`config.mk`:
```
export PLATFORM = sky130hd
export DESIGN_NAME = uart_fifo_bridge_flat
export DESIGN_NICKNAME = d
export VERILOG_FILES = /design/src/rtl/uart_fifo_bridge_if.sv /design/src/rtl/uart_fifo_bridge.sv /design/src/flat_wrapper.sv
export SDC_FILE = /design/constraint.sdc
export NUM_CORES = 1
export LEC_CHECK = 0
export CAP_MARGIN = 20
export CORE_ASPECT_RATIO = 0.9
export CORE_MARGIN = 4
export CORE_UTILIZATION = 54
export DETAILED_ROUTE_END_ITERATION = 12
export PLACE_DENSITY = 0.75
export REMOVE_ABC_BUFFERS = 1
export SLEW_MARGIN = 30
export SYNTH_ARGS = -nofsm -noshare
export SYNTH_HDL_FRONTEND = slang
export SYNTH_SLANG_ARGS = --single-unit
export TNS_END_PERCENT = 10
```
`constraint.sdc`:
```
create_clock -name clk -period 2.8 [get_ports clk]
set_input_delay 0.42 -clock clk [delete_from_list [all_inputs] [get_ports clk]]
set_output_delay 0.42 -clock clk [all_outputs]
set_load 0.05 [all_outputs]
```
`src/rtl/uart_fifo_bridge_if.sv`:
```
`default_nettype none
// ============================================================================
// Module   : uart_fifo_bridge_if
// Brief    : Host-side and UART-side signal bundle for uart_fifo_bridge.
// Revision : 1.0
// ============================================================================
interface uart_fifo_bridge_if #(
    parameter int TX_DEPTH = 16,
    parameter int RX_DEPTH = 16
);
    localparam int c_TX_CW = $clog2(TX_DEPTH) + 1;
    localparam int c_RX_CW = $clog2(RX_DEPTH) + 1;

    logic                tx_wr_i;
    logic [7:0]          tx_data_i;
    logic                tx_full_o;
    logic [c_TX_CW-1:0]  tx_count_o;
    logic                rx_rd_i;
    logic [7:0]          rx_data_o;
    logic                rx_empty_o;
    logic [c_RX_CW-1:0]  rx_count_o;
    logic                overrun_o;
    logic                ovr_clr_i;
    logic                uart_wr_o;
    logic [7:0]          uart_tx_data_o;
    logic                uart_busy_i;
    logic                uart_rd_o;
    logic [7:0]          uart_rx_data_i;
    logic                uart_valid_i;

    modport slave (
        input  tx_wr_i, tx_data_i, rx_rd_i, ovr_clr_i,
               uart_busy_i, uart_rx_data_i, uart_valid_i,
        output tx_full_o, tx_count_o, rx_data_o, rx_empty_o, rx_count_o,
               overrun_o, uart_wr_o, uart_tx_data_o, uart_rd_o
    );

    modport master (
        output tx_wr_i, tx_data_i, rx_rd_i, ovr_clr_i,
               uart_busy_i, uart_rx_data_i, uart_valid_i,
        input  tx_full_o, tx_count_o, rx_data_o, rx_empty_o, rx_count_o,
               overrun_o, uart_wr_o, uart_tx_data_o, uart_rd_o
    );
endinterface
`default_nettype wire

```
`src/rtl/uart_fifo_bridge.sv`:
```
`default_nettype none
// ============================================================================
// Module   : uart_fifo_bridge
// Brief    : TX/RX byte FIFOs between the system bus and the uart core.
// Revision : 1.0
// ============================================================================
module uart_fifo_bridge #(
    parameter int TX_DEPTH = 16,
    parameter int RX_DEPTH = 16
) (
    input  wire                 clk,
    input  wire                 reset_ni,
    uart_fifo_bridge_if.slave   bus
);
    localparam int c_TX_AW = $clog2(TX_DEPTH);
    localparam int c_RX_AW = $clog2(RX_DEPTH);
    localparam int c_TX_CW = c_TX_AW + 1;
    localparam int c_RX_CW = c_RX_AW + 1;

    localparam logic [1:0] c_IDLE   = 2'd0;
    localparam logic [1:0] c_ISSUE  = 2'd1;
    localparam logic [1:0] c_SETTLE = 2'd2;

    logic [7:0]          r_tx_mem [TX_DEPTH];
    logic [c_TX_AW-1:0]  r_tx_wptr;
    logic [c_TX_AW-1:0]  r_tx_rptr;
    logic [c_TX_CW-1:0]  r_tx_count;
    logic [7:0]          r_rx_mem [RX_DEPTH];
    logic [c_RX_AW-1:0]  r_rx_wptr;
    logic [c_RX_AW-1:0]  r_rx_rptr;
    logic [c_RX_CW-1:0]  r_rx_count;
    logic [1:0]          r_state;
    logic [1:0]          w_state_nxt;
    logic                r_uart_wr;
    logic [7:0]          r_uart_tx_data;
    logic                r_uart_rd;
    logic                r_overrun;

    logic w_tx_full, w_tx_nempty, w_tx_push, w_tx_pop;
    logic w_rx_full, w_rx_empty, w_rx_push, w_rx_pop, w_rx_trig;

    assign w_tx_full   = (r_tx_count == c_TX_CW'(TX_DEPTH));
    assign w_tx_nempty = (r_tx_count != '0);
    // Fullness is judged before any same-cycle drain, so a push at full is always dropped
    assign w_tx_push   = bus.tx_wr_i && !w_tx_full;

    assign w_rx_full   = (r_rx_count == c_RX_CW'(RX_DEPTH));
    assign w_rx_empty  = (r_rx_count == '0);
    assign w_rx_trig   = bus.uart_valid_i && !r_uart_rd;
    assign w_rx_push   = w_rx_trig && !w_rx_full;
    assign w_rx_pop    = bus.rx_rd_i && !w_rx_empty;

    // ---------------- TX drain FSM ----------------
    always_ff @(posedge clk or negedge reset_ni) begin
        if (!reset_ni) r_state <= c_IDLE;
        else           r_state <= w_state_nxt;
    end

    always_comb begin
        w_state_nxt = r_state;
        case (r_state)
            c_IDLE:   if (w_tx_nempty && !bus.uart_busy_i) w_state_nxt = c_ISSUE;
            c_ISSUE:  w_state_nxt = c_SETTLE;
            c_SETTLE: w_state_nxt = c_IDLE;
            default:  w_state_nxt = c_IDLE;
        endcase
    end

    always_comb begin
        w_tx_pop = (r_state == c_IDLE) && w_tx_nempty && !bus.uart_busy_i;
    end

    always_ff @(posedge clk or negedge reset_ni) begin
        if (!reset_ni) begin
            r_uart_wr      <= 1'b0;
            r_uart_tx_data <= 8'h00;
        end else begin
            r_uart_wr <= w_tx_pop;
            if (w_tx_pop) r_uart_tx_data <= r_tx_mem[r_tx_rptr];
        end
    end

    // ---------------- TX FIFO ----------------
    always_ff @(posedge clk) begin
        if (w_tx_push) r_tx_mem[r_tx_wptr] <= bus.tx_data_i;
    end

    always_ff @(posedge clk or negedge reset_ni) begin
        if (!reset_ni) begin
            r_tx_wptr  <= '0;
            r_tx_rptr  <= '0;
            r_tx_count <= '0;
        end else begin
            if (w_tx_push) r_tx_wptr <= r_tx_wptr + 1'b1;
            if (w_tx_pop)  r_tx_rptr <= r_tx_rptr + 1'b1;
            case ({w_tx_push, w_tx_pop})
                2'b10:   r_tx_count <= r_tx_count + c_TX_CW'(1);
                2'b01:   r_tx_count <= r_tx_count - c_TX_CW'(1);
                default: r_tx_count <= r_tx_count;
            endcase
        end
    end

    // ---------------- RX capture and FIFO ----------------
    always_ff @(posedge clk) begin
        if (w_rx_push) r_rx_mem[r_rx_wptr] <= bus.uart_rx_data_i;
    end

    always_ff @(posedge clk or negedge reset_ni) begin
        if (!reset_ni) begin
            r_rx_wptr  <= '0;
            r_rx_rptr  <= '0;
            r_rx_count <= '0;
            r_uart_rd  <= 1'b0;
            r_overrun  <= 1'b0;
        end else begin
            r_uart_rd <= w_rx_trig;
            if (w_rx_push) r_rx_wptr <= r_rx_wptr + 1'b1;
            if (w_rx_pop)  r_rx_rptr <= r_rx_rptr + 1'b1;
            case ({w_rx_push, w_rx_pop})
                2'b10:   r_rx_count <= r_rx_count + c_RX_CW'(1);
                2'b01:   r_rx_count <= r_rx_count - c_RX_CW'(1);
                default: r_rx_count <= r_rx_count;
            endcase
            // A new overrun takes priority over a simultaneous clear
            if (w_rx_trig && w_rx_full) r_overrun <= 1'b1;
            else if (bus.ovr_clr_i)     r_overrun <= 1'b0;
        end
    end

    assign bus.tx_full_o      = w_tx_full;
    assign bus.tx_count_o     = r_tx_count;
    assign bus.rx_data_o      = r_rx_mem[r_rx_rptr];
    assign bus.rx_empty_o     = w_rx_empty;
    assign bus.rx_count_o     = r_rx_count;
    assign bus.overrun_o      = r_overrun;
    assign bus.uart_wr_o      = r_uart_wr;
    assign bus.uart_tx_data_o = r_uart_tx_data;
    assign bus.uart_rd_o      = r_uart_rd;
endmodule
`default_nettype wire

```
`src/flat_wrapper.sv`:
```
// flat-port wrapper written by rule: the top's interface ports become plain ports
module uart_fifo_bridge_flat 
#(
    parameter int TX_DEPTH = 16,
    parameter int RX_DEPTH = 16
)
  (clk, reset_ni, bus_tx_wr_i, bus_tx_data_i, bus_rx_rd_i, bus_ovr_clr_i, bus_uart_busy_i, bus_uart_rx_data_i, bus_uart_valid_i, bus_tx_full_o, bus_tx_count_o, bus_rx_data_o, bus_rx_empty_o, bus_rx_count_o, bus_overrun_o, bus_uart_wr_o, bus_uart_tx_data_o, bus_uart_rd_o);
  uart_fifo_bridge_if #(.TX_DEPTH(TX_DEPTH), .RX_DEPTH(RX_DEPTH)) bus_i ();
  input  wire clk;
  input  wire reset_ni;
  input wire logic [$bits(bus_i.tx_wr_i)-1:0] bus_tx_wr_i;
  input wire logic [$bits(bus_i.tx_data_i)-1:0] bus_tx_data_i;
  input wire logic [$bits(bus_i.rx_rd_i)-1:0] bus_rx_rd_i;
  input wire logic [$bits(bus_i.ovr_clr_i)-1:0] bus_ovr_clr_i;
  input wire logic [$bits(bus_i.uart_busy_i)-1:0] bus_uart_busy_i;
  input wire logic [$bits(bus_i.uart_rx_data_i)-1:0] bus_uart_rx_data_i;
  input wire logic [$bits(bus_i.uart_valid_i)-1:0] bus_uart_valid_i;
  output wire logic [$bits(bus_i.tx_full_o)-1:0] bus_tx_full_o;
  output wire logic [$bits(bus_i.tx_count_o)-1:0] bus_tx_count_o;
  output wire logic [$bits(bus_i.rx_data_o)-1:0] bus_rx_data_o;
  output wire logic [$bits(bus_i.rx_empty_o)-1:0] bus_rx_empty_o;
  output wire logic [$bits(bus_i.rx_count_o)-1:0] bus_rx_count_o;
  output wire logic [$bits(bus_i.overrun_o)-1:0] bus_overrun_o;
  output wire logic [$bits(bus_i.uart_wr_o)-1:0] bus_uart_wr_o;
  output wire logic [$bits(bus_i.uart_tx_data_o)-1:0] bus_uart_tx_data_o;
  output wire logic [$bits(bus_i.uart_rd_o)-1:0] bus_uart_rd_o;
  assign bus_i.tx_wr_i = bus_tx_wr_i;
  assign bus_i.tx_data_i = bus_tx_data_i;
  assign bus_i.rx_rd_i = bus_rx_rd_i;
  assign bus_i.ovr_clr_i = bus_ovr_clr_i;
  assign bus_i.uart_busy_i = bus_uart_busy_i;
  assign bus_i.uart_rx_data_i = bus_uart_rx_data_i;
  assign bus_i.uart_valid_i = bus_uart_valid_i;
  assign bus_tx_full_o = bus_i.tx_full_o;
  assign bus_tx_count_o = bus_i.tx_count_o;
  assign bus_rx_data_o = bus_i.rx_data_o;
  assign bus_rx_empty_o = bus_i.rx_empty_o;
  assign bus_rx_count_o = bus_i.rx_count_o;
  assign bus_overrun_o = bus_i.overrun_o;
  assign bus_uart_wr_o = bus_i.uart_wr_o;
  assign bus_uart_tx_data_o = bus_i.uart_tx_data_o;
  assign bus_uart_rd_o = bus_i.uart_rd_o;
  uart_fifo_bridge #(.TX_DEPTH(TX_DEPTH), .RX_DEPTH(RX_DEPTH)) u_core (.clk(clk), .reset_ni(reset_ni), .bus(bus_i));
endmodule
```
==> metrics.md, run 1 <==
| Metric | Value |
|---|---|
| Status | complete, but fails checks |
| Violated checks | negative setup slack |
| Clk buf depth | 3 |
| Initial antenna violation count | 0 |
| Buffers added on ports | 53 |
| Wire length of the first global-routing pass | 35,900 µm |
| Flip-flop and latch count after synthesis | 295 |
| Worst setup EP type | output port |
| Path class of the lowest-slack min-delay path | in2async |
| Data required, critical path | 2.38 ns |
| CP Class | reg2out |
| DIE AREA | 24,400 µm² |
| Die height | 148 µm |
| Die width | 164 µm |
| Global routing met1 resource utilization | 0.254 |
| Slew headroom | 0.557 |
| GR met3 Demand/Resource | 0.0346 |
| H-tree level count | 1 |
| Via count of the first global-routing pass | 6,146 |
| Final HPWL DP | 13,900 µm |
| CTS Root Cell | sky130_fd_sc_hd__clkbuf_16 |
| Placed Area | 12,900 µm² |
| Layout fillers | 1,470 |
| Maximum clock frequency | 342 MHz |
| Worst ir drop on vdd | 0.875 mV |
| Max Clock Skew | 0.0143 ns |
| Routed length per placed instance | 22.3 µm |
| Vias per cell | 5.76 |
| Yosys warns | 0 |
| Met2 capacity usage during global routing | 0.338 |
| Largest net degree at the start of global routing | 40 |
| # setup viols final | 8 |
| Signal arrival time at the worst endpoint | 2.50 ns |
| Area Overhead vs Synth | 18.1% |
| Commonest cells after routing, fill and taps aside | 256 x sky130_fd_sc_hd__edfxtp_1, 70 x sky130_fd_sc_hd__mux4_2, 50 x sky130_fd_sc_hd__buf_4 |
| Capturing instance or port of the critical path | bus_rx_data_o[7] |
| Proportion of synthesized chip area in sequential cells | 0.732 |
| Largest fanout on the critical path | 7 |
| Total vias in the final route | 5,791 |
| Cts bufs inserted | 29 |
| Final weighted congestion of routability-driven global placement | 0.733 |
| Ratio of total power to cell area | 1090 nW/µm² |
| Kind of start point of the critical path | flip-flop |
| Per-instance average area after synthesis | 20.4 µm² |
| Minimum hold slack | 0.405 ns |
| Max-capacitance violation count | 0 |
| Distinct cell type count of the synthesized netlist | 35 |
| Total wire length | 22,500 µm |
| Critical R2R Launch | u_core.bus.rx_count_o[1] |
| Post-Synthesis Cells | 581 |
| Routed Antenna Nets | 0 |
| Initial core utilization | 0.549 |
| RSZ-0062 raised after global routing | yes |
| Remaining design rule violation count | 0 |
| I/O pins | 54 |
| Capture instance of the worst register-to-register path | u_core.bus.rx_count_o[4] |
| Overall Power | 0.0152 W |
| TritonCTS Sinks | 295 |
| All-layer global routing usage | 0.192 |
| Number of inserted diodes | 0 |
| Max-slew violation count | 0 |
| Iteration-0 DRC Markers | 440 |
| Register-to-register path setup slack | 0.21 ns |
| Core outline area | 21,600 µm² |
| Netlist area before placement | 11,800 µm² |
| Shortest clock period the worst path allows after layout | 2.92 ns |
| Row cnt | 51 |
| Worst-skew pair later-pin latency | 0.54 ns |
| Least setup slack across all paths after layout | -0.123 ns |
| Share of post-route cells with drive strength above 1 | 0.283 |
| Commonest non-fill, non-tap cell in the layout | sky130_fd_sc_hd__edfxtp_1 |
| Cells on worst reg2reg path | 12 |
| Final number of hold-violating endpoints | 0 |
| TritonCTS clock tree | yes |
| DRT Pass-1 Iters | 5 |
| Overflow after GRT | 0 |
| Leak Pwr | 4.79 nW |
| Measured slew at the worst slew-check pin | 0.664 ns |
| Final period utilization | 1.04 |
| Clock transition at path regs | 0.06 ns |
| Startpoint of the most critical setup path | u_core.r_rx_rptr[0] |
| Top Usage Layer GRT | met2 |
| Final design area excluding fillers | 14,000 µm² |
| Nets | 735 |
-- final cells by class --
type	instances	area, µm²	area share
sequential	295	8670	0.620
multi-input combinational	242	2850	0.204
timing repair buffer	111	1070	0.0767
clock buffer	32	737	0.0527
tap	291	364	0.0261
clock inverter	22	236	0.0169
inverter	13	48.8	0.00349
-- registers in the layout, indices dropped and copies added (netlist names) --
name / cells
u_core.bus.uart_tx_data_o: 8
u_core.r_tx_rptr: 4
u_core.r_rx_rptr: 4
u_core.r_rx_mem: 128
u_core.bus.overrun_o: 1
u_core.r_tx_wptr: 4
u_core.bus.uart_wr_o: 1
u_core.r_rx_wptr: 4
u_core.r_state: 2
u_core.r_tx_mem: 128
u_core.bus.uart_rd_o: 1
u_core.bus.tx_count_o: 5
u_core.bus.rx_count_o: 5
-- what timing repair did --
item                                    in CTS  in global routing
gates cloned                                 2                  1
pin swaps                                    0                  2
gates resized for setup                     40                 10
endpoints found under the hold margin        0                 39
buffers inserted                             4                  0
hold buffers                                 0                  1
endpoints found under the setup margin       9                 10
-- synth_stat cells, drive strengths merged --
master | number | area [µm²]
a2111oi | 2 | 36.3
a21boi | 1 | 11.3
a21o | 3 | 22.5
a21oi | 12 | 60.1
and2 | 1 | 6.26
buf | 16 | 120
clkbuf | 15 | 56.3
dfrtp | 39 | 976
edfxtp | 256 | 7690
fa | 2 | 40.0
ha | 18 | 225
inv | 13 | 48.8
mux2 | 11 | 124
mux4 | 72 | 1730
nand2 | 21 | 78.8
nand2b | 5 | 31.3
nand3 | 2 | 10.0
nand4 | 4 | 25.0
nor2 | 25 | 93.8
nor2b | 5 | 31.3
nor3 | 8 | 40.0
nor4 | 2 | 33.8
o21ai | 9 | 45.0
o22ai | 16 | 100
or2 | 1 | 6.26
or3b | 1 | 8.76
xnor2 | 15 | 131
xor2 | 6 | 52.6
-- per-layer routing --
layer | vias to the layer above | routed length (µm)
met4 | 0 | 297
met2 | 191 | 11900
met1 | 3024 | 8860
met3 | 28 | 1370
li1 | 2548 | -
met5 | - | 0
-- through the flow --
stage | setup WS [ns] | cells | TNS (ns) | util
floorplan | -0.988 | 550 | -3.18 | -
global placement | -0.0519 | 945 | -0.0519 | 0.600
detailed placement | -0.147 | 945 | -0.147 | 0.600
CTS | -0.155 | 1005 | -0.971 | 0.648
global route | -0.178 | 1006 | -1.25 | 0.648
finish | -0.123 | 1006 | -0.755 | 0.648
-- worst min path at each step --
stage / to / cells past startpoint / from
3_3_place_gp: u_core.r_state[1] / 1 / u_core.r_state[1]
4_1_cts: u_core.bus.rx_count_o[3] / 1 / reset_ni
5_1_grt: u_core.bus.rx_count_o[3] / 2 / reset_ni
2_1_floorplan: u_core.bus.overrun_o / 0 / reset_ni
3_5_place_dp: u_core.r_state[1] / 1 / u_core.r_state[1]
6_report: u_core.bus.rx_count_o[4] / 2 / reset_ni
-- worst max-delay path, cell delays in order (launching register included) --
cell,delay (ns)
sky130_fd_sc_hd__dfrtp_2,0.46
sky130_fd_sc_hd__buf_4,0.15
sky130_fd_sc_hd__buf_8,0.13
sky130_fd_sc_hd__mux4_2,0.53
sky130_fd_sc_hd__mux4_2,0.51
sky130_fd_sc_hd__buf_6,0.18
-- cells by family after synthesis --
group	count (synthesis)	synth area share
adders and majority gates	20	0.0224
muxes	83	0.157
AOI/OAI and AO/OA	43	0.0233
DFF	295	0.732
xor gates and xnor gates	21	0.0155
and+or+nand+nor	75	0.0309
buffers and inverters	44	0.0190
-- power breakdown --
group	switching (W)	internal, W
clock network	0.00157	0.00235
logic	0.00289	0.00254
registers	0.000498	0.00538
total	0.00496	0.0103
No activity file was read; power rests on OpenSTA's default activity.
==> inputs of run 2 (changes only) <==
--- a/config.mk
+++ b/config.mk
@@ -12,6 +12,7 @@
 export DETAILED_ROUTE_END_ITERATION = 12
 export PLACE_DENSITY = 0.75
 export REMOVE_ABC_BUFFERS = 1
+export SKIP_CTS_REPAIR_TIMING = 1
 export SLEW_MARGIN = 30
 export SYNTH_ARGS = -nofsm -noshare
 export SYNTH_HDL_FRONTEND = slang
==> metrics.md, run 2 (synthesized netlist as in run 1, its figures left out) <==
| Metric | Value |
|---|---|
| Share of power burned in the clock network | 0.264 (+0.006) |
| Worst ir drop on vdd | 0.874 mV (about the same) |
| Overflow after GRT | 0 (unchanged) |
| Number of inserted diodes | 0 (unchanged) |
| Commonest non-fill, non-tap cell in the layout | sky130_fd_sc_hd__edfxtp_1 |
| Worst setup timing slack at the placement stage | -0.147 ns (unchanged) |
| Net switching share of the total power | 0.325 (-0.000819) |
| Signal arrival time at the worst endpoint | 2.52 ns (+0.02 ns) |
| Data required, critical path | 2.38 ns (about the same) |
| Largest net degree at the start of global routing | 40 (unchanged) |
| Via count of the first global-routing pass | 6,110 (-0.59%) |
| Routed length per placed instance | 21.9 µm (-1.8%) |
| Clk buf depth | 3 (unchanged) |
| Total wire length | 22,000 µm (-2.2%) |
| Cells on worst reg2reg path | 12 (unchanged) |
| Nets | 731 (-0.54%) |
| Register-to-register path setup slack | 0.21 ns (about the same) |
| Slew headroom | 0.570 (+0.0129) |
| Least setup slack across all paths after layout | -0.137 ns (-0.0137 ns) |
| Buffers added on ports | 53 (unchanged) |
| Violated checks | negative setup slack |
| Internal cell power | 0.0100 W (-2.2%) |
| Final weighted congestion of routability-driven global placement | 0.733 (unchanged) |
| Initial core utilization | 0.549 (unchanged) |
| Final period utilization | 1.05 (+0.00490) |
| Max-slew violation count | 0 (unchanged) |
| Cts bufs inserted | 29 (unchanged) |
| Leak Pwr | 4.85 nW (+1.3%) |
| Worst-skew pair later-pin latency | 0.54 ns (about the same) |
| Die width | 164 µm (unchanged) |
| Row cnt | 51 (unchanged) |
| Gate power share | 0.342 (-0.014) |
| Final number of hold-violating endpoints | 0 (unchanged) |
| DIE AREA | 24,400 µm² (unchanged) |
| Remaining design rule violation count | 0 (unchanged) |
| Final HPWL DP | 13,900 µm (unchanged) |
| Placed cell count | 945 (unchanged) |
| Maximum clock frequency | 340 MHz (-0.47%) |
| Area Overhead vs Synth | 17.9% |
| Share of post-route cells with drive strength above 1 | 0.246 (-0.0364) |
| Shortest clock period the worst path allows after layout | 2.94 ns (+0.0137 ns) |
| RSZ-0062 raised after global routing | yes |
| DRT Pass-1 Iters | 5 (unchanged) |
| Largest fanout on the critical path | 13 (+6) |
| Total vias in the final route | 5,757 (-0.59%) |
| CTS Root Cell | sky130_fd_sc_hd__clkbuf_16 |
| TritonCTS clock tree | yes |
| Wire length of the first global-routing pass | 34,900 µm (-2.9%) |
| Core outline area | 21,600 µm² (unchanged) |
| # setup viols final | 8 (unchanged) |
| Initial antenna violation count | 0 (unchanged) |
| Iteration-0 DRC Markers | 414 (-5.9%) |
| Kind of start point of the critical path | flip-flop |
| Net switching power | 0.00483 W (-2.5%) |
| Commonest cells after routing, fill and taps aside | 256 x sky130_fd_sc_hd__edfxtp_1, 57 x sky130_fd_sc_hd__buf_4, 47 x sky130_fd_sc_hd__mux4_2 |
| Vias per cell | 5.75 (-0.19%) |
| Path class of the lowest-slack min-delay path | in2async |
| TritonCTS Sinks | 295 (unchanged) |
| Die height | 148 µm (unchanged) |
| Clock transition at path regs | 0.06 ns (about the same) |
| Capture instance of the worst register-to-register path | u_core.bus.rx_count_o[4] |
| Ratio of total power to cell area | 1070 nW/µm² (-2.2%) |
| H-tree level count | 1 (unchanged) |
| Routed Antenna Nets | 0 (unchanged) |
| Max-capacitance violation count | 0 (unchanged) |
| All-layer global routing usage | 0.186 (-0.00631) |
| Max Clock Skew | 0.0112 ns (-0.00311 ns) |
| Final cell count without fillers | 1,002 (-0.40%) |
| Status | complete, but fails checks |
| Part of the total power dissipated in sequential elements | 0.395 (+0.009) |
| I/O pins | 54 (unchanged) |
| Measured slew at the worst slew-check pin | 0.645 ns (-0.0194 ns) |
| CP Class | reg2out |
| Critical R2R Launch | u_core.bus.rx_count_o[1] |
| Worst setup EP type | output port |
-- run 2: worst max path at each step --
stage | start | endpoint | cells past startpoint
6_report | u_core.r_rx_rptr[0] | bus_rx_data_o[3] | 4
3_5_place_dp | bus_uart_valid_i | u_core.bus.rx_count_o[4] | 11
4_1_cts | u_core.r_rx_rptr[0] | bus_rx_data_o[6] | 4
5_1_grt | u_core.r_rx_rptr[0] | bus_rx_data_o[1] | 4
2_1_floorplan | u_core.bus.rx_count_o[1] | u_core.bus.rx_count_o[4] | 10
3_3_place_gp | bus_uart_valid_i | u_core.bus.rx_count_o[4] | 11
-- run 2: cell type report --
type,instances,area (µm²)
fill,1449,7610
timing repair buffer,107,968
tap,291,364
clock inverter,22,236
clock buffer,32,737
sequential,295,8670
multi-input combinational,242,2940
inverter,13,48.8
-- run 2: per-stage QoR --
stage / instance area [µm²] / TNS [ns] / total power, W / utilization / hold WS, ns
global route: 14000 / -1.43 / 0.0156 / 0.647 / 0.465
finish: 14000 / -0.891 / 0.0149 / 0.647 / 0.411
floorplan: 11700 / -3.18 / 0.00931 / - / 0.124
global placement: 12900 / -0.0519 / 0.0108 / 0.600 / 0.490
CTS: 13900 / -2.02 / 0.0149 / 0.645 / 0.0380
detailed placement: 12900 / -0.147 / 0.0110 / 0.600 / 0.505
-- run 2: power by group through the flow --
stage               Sequential (W)  Clock [W]  Combinational (W)
floorplan                  0.00658          0            0.00273
global placement           0.00590          0            0.00487
detailed placement         0.00594          0            0.00504
CTS                        0.00587    0.00401            0.00507
global route               0.00594    0.00421            0.00546
finish                     0.00587    0.00392            0.00509
-- run 2: worst max-delay path: stages, from the launching register on --
cell and delay, ns:
sky130_fd_sc_hd__dfrtp_2 0.47, sky130_fd_sc_hd__buf_12 0.19, sky130_fd_sc_hd__mux4_1 0.63, sky130_fd_sc_hd__mux4_2 0.48, sky130_fd_sc_hd__buf_4 0.20
-- run 2: routing by layer --
| layer | track usage | wire length, µm |
|---|---|---|
| met2 | 0.329 | 11600 |
| met1 | 0.242 | 8670 |
| met4 | 0.0428 | 448 |
| met5 | 0 | 0 |
| met3 | 0.0344 | 1210 |
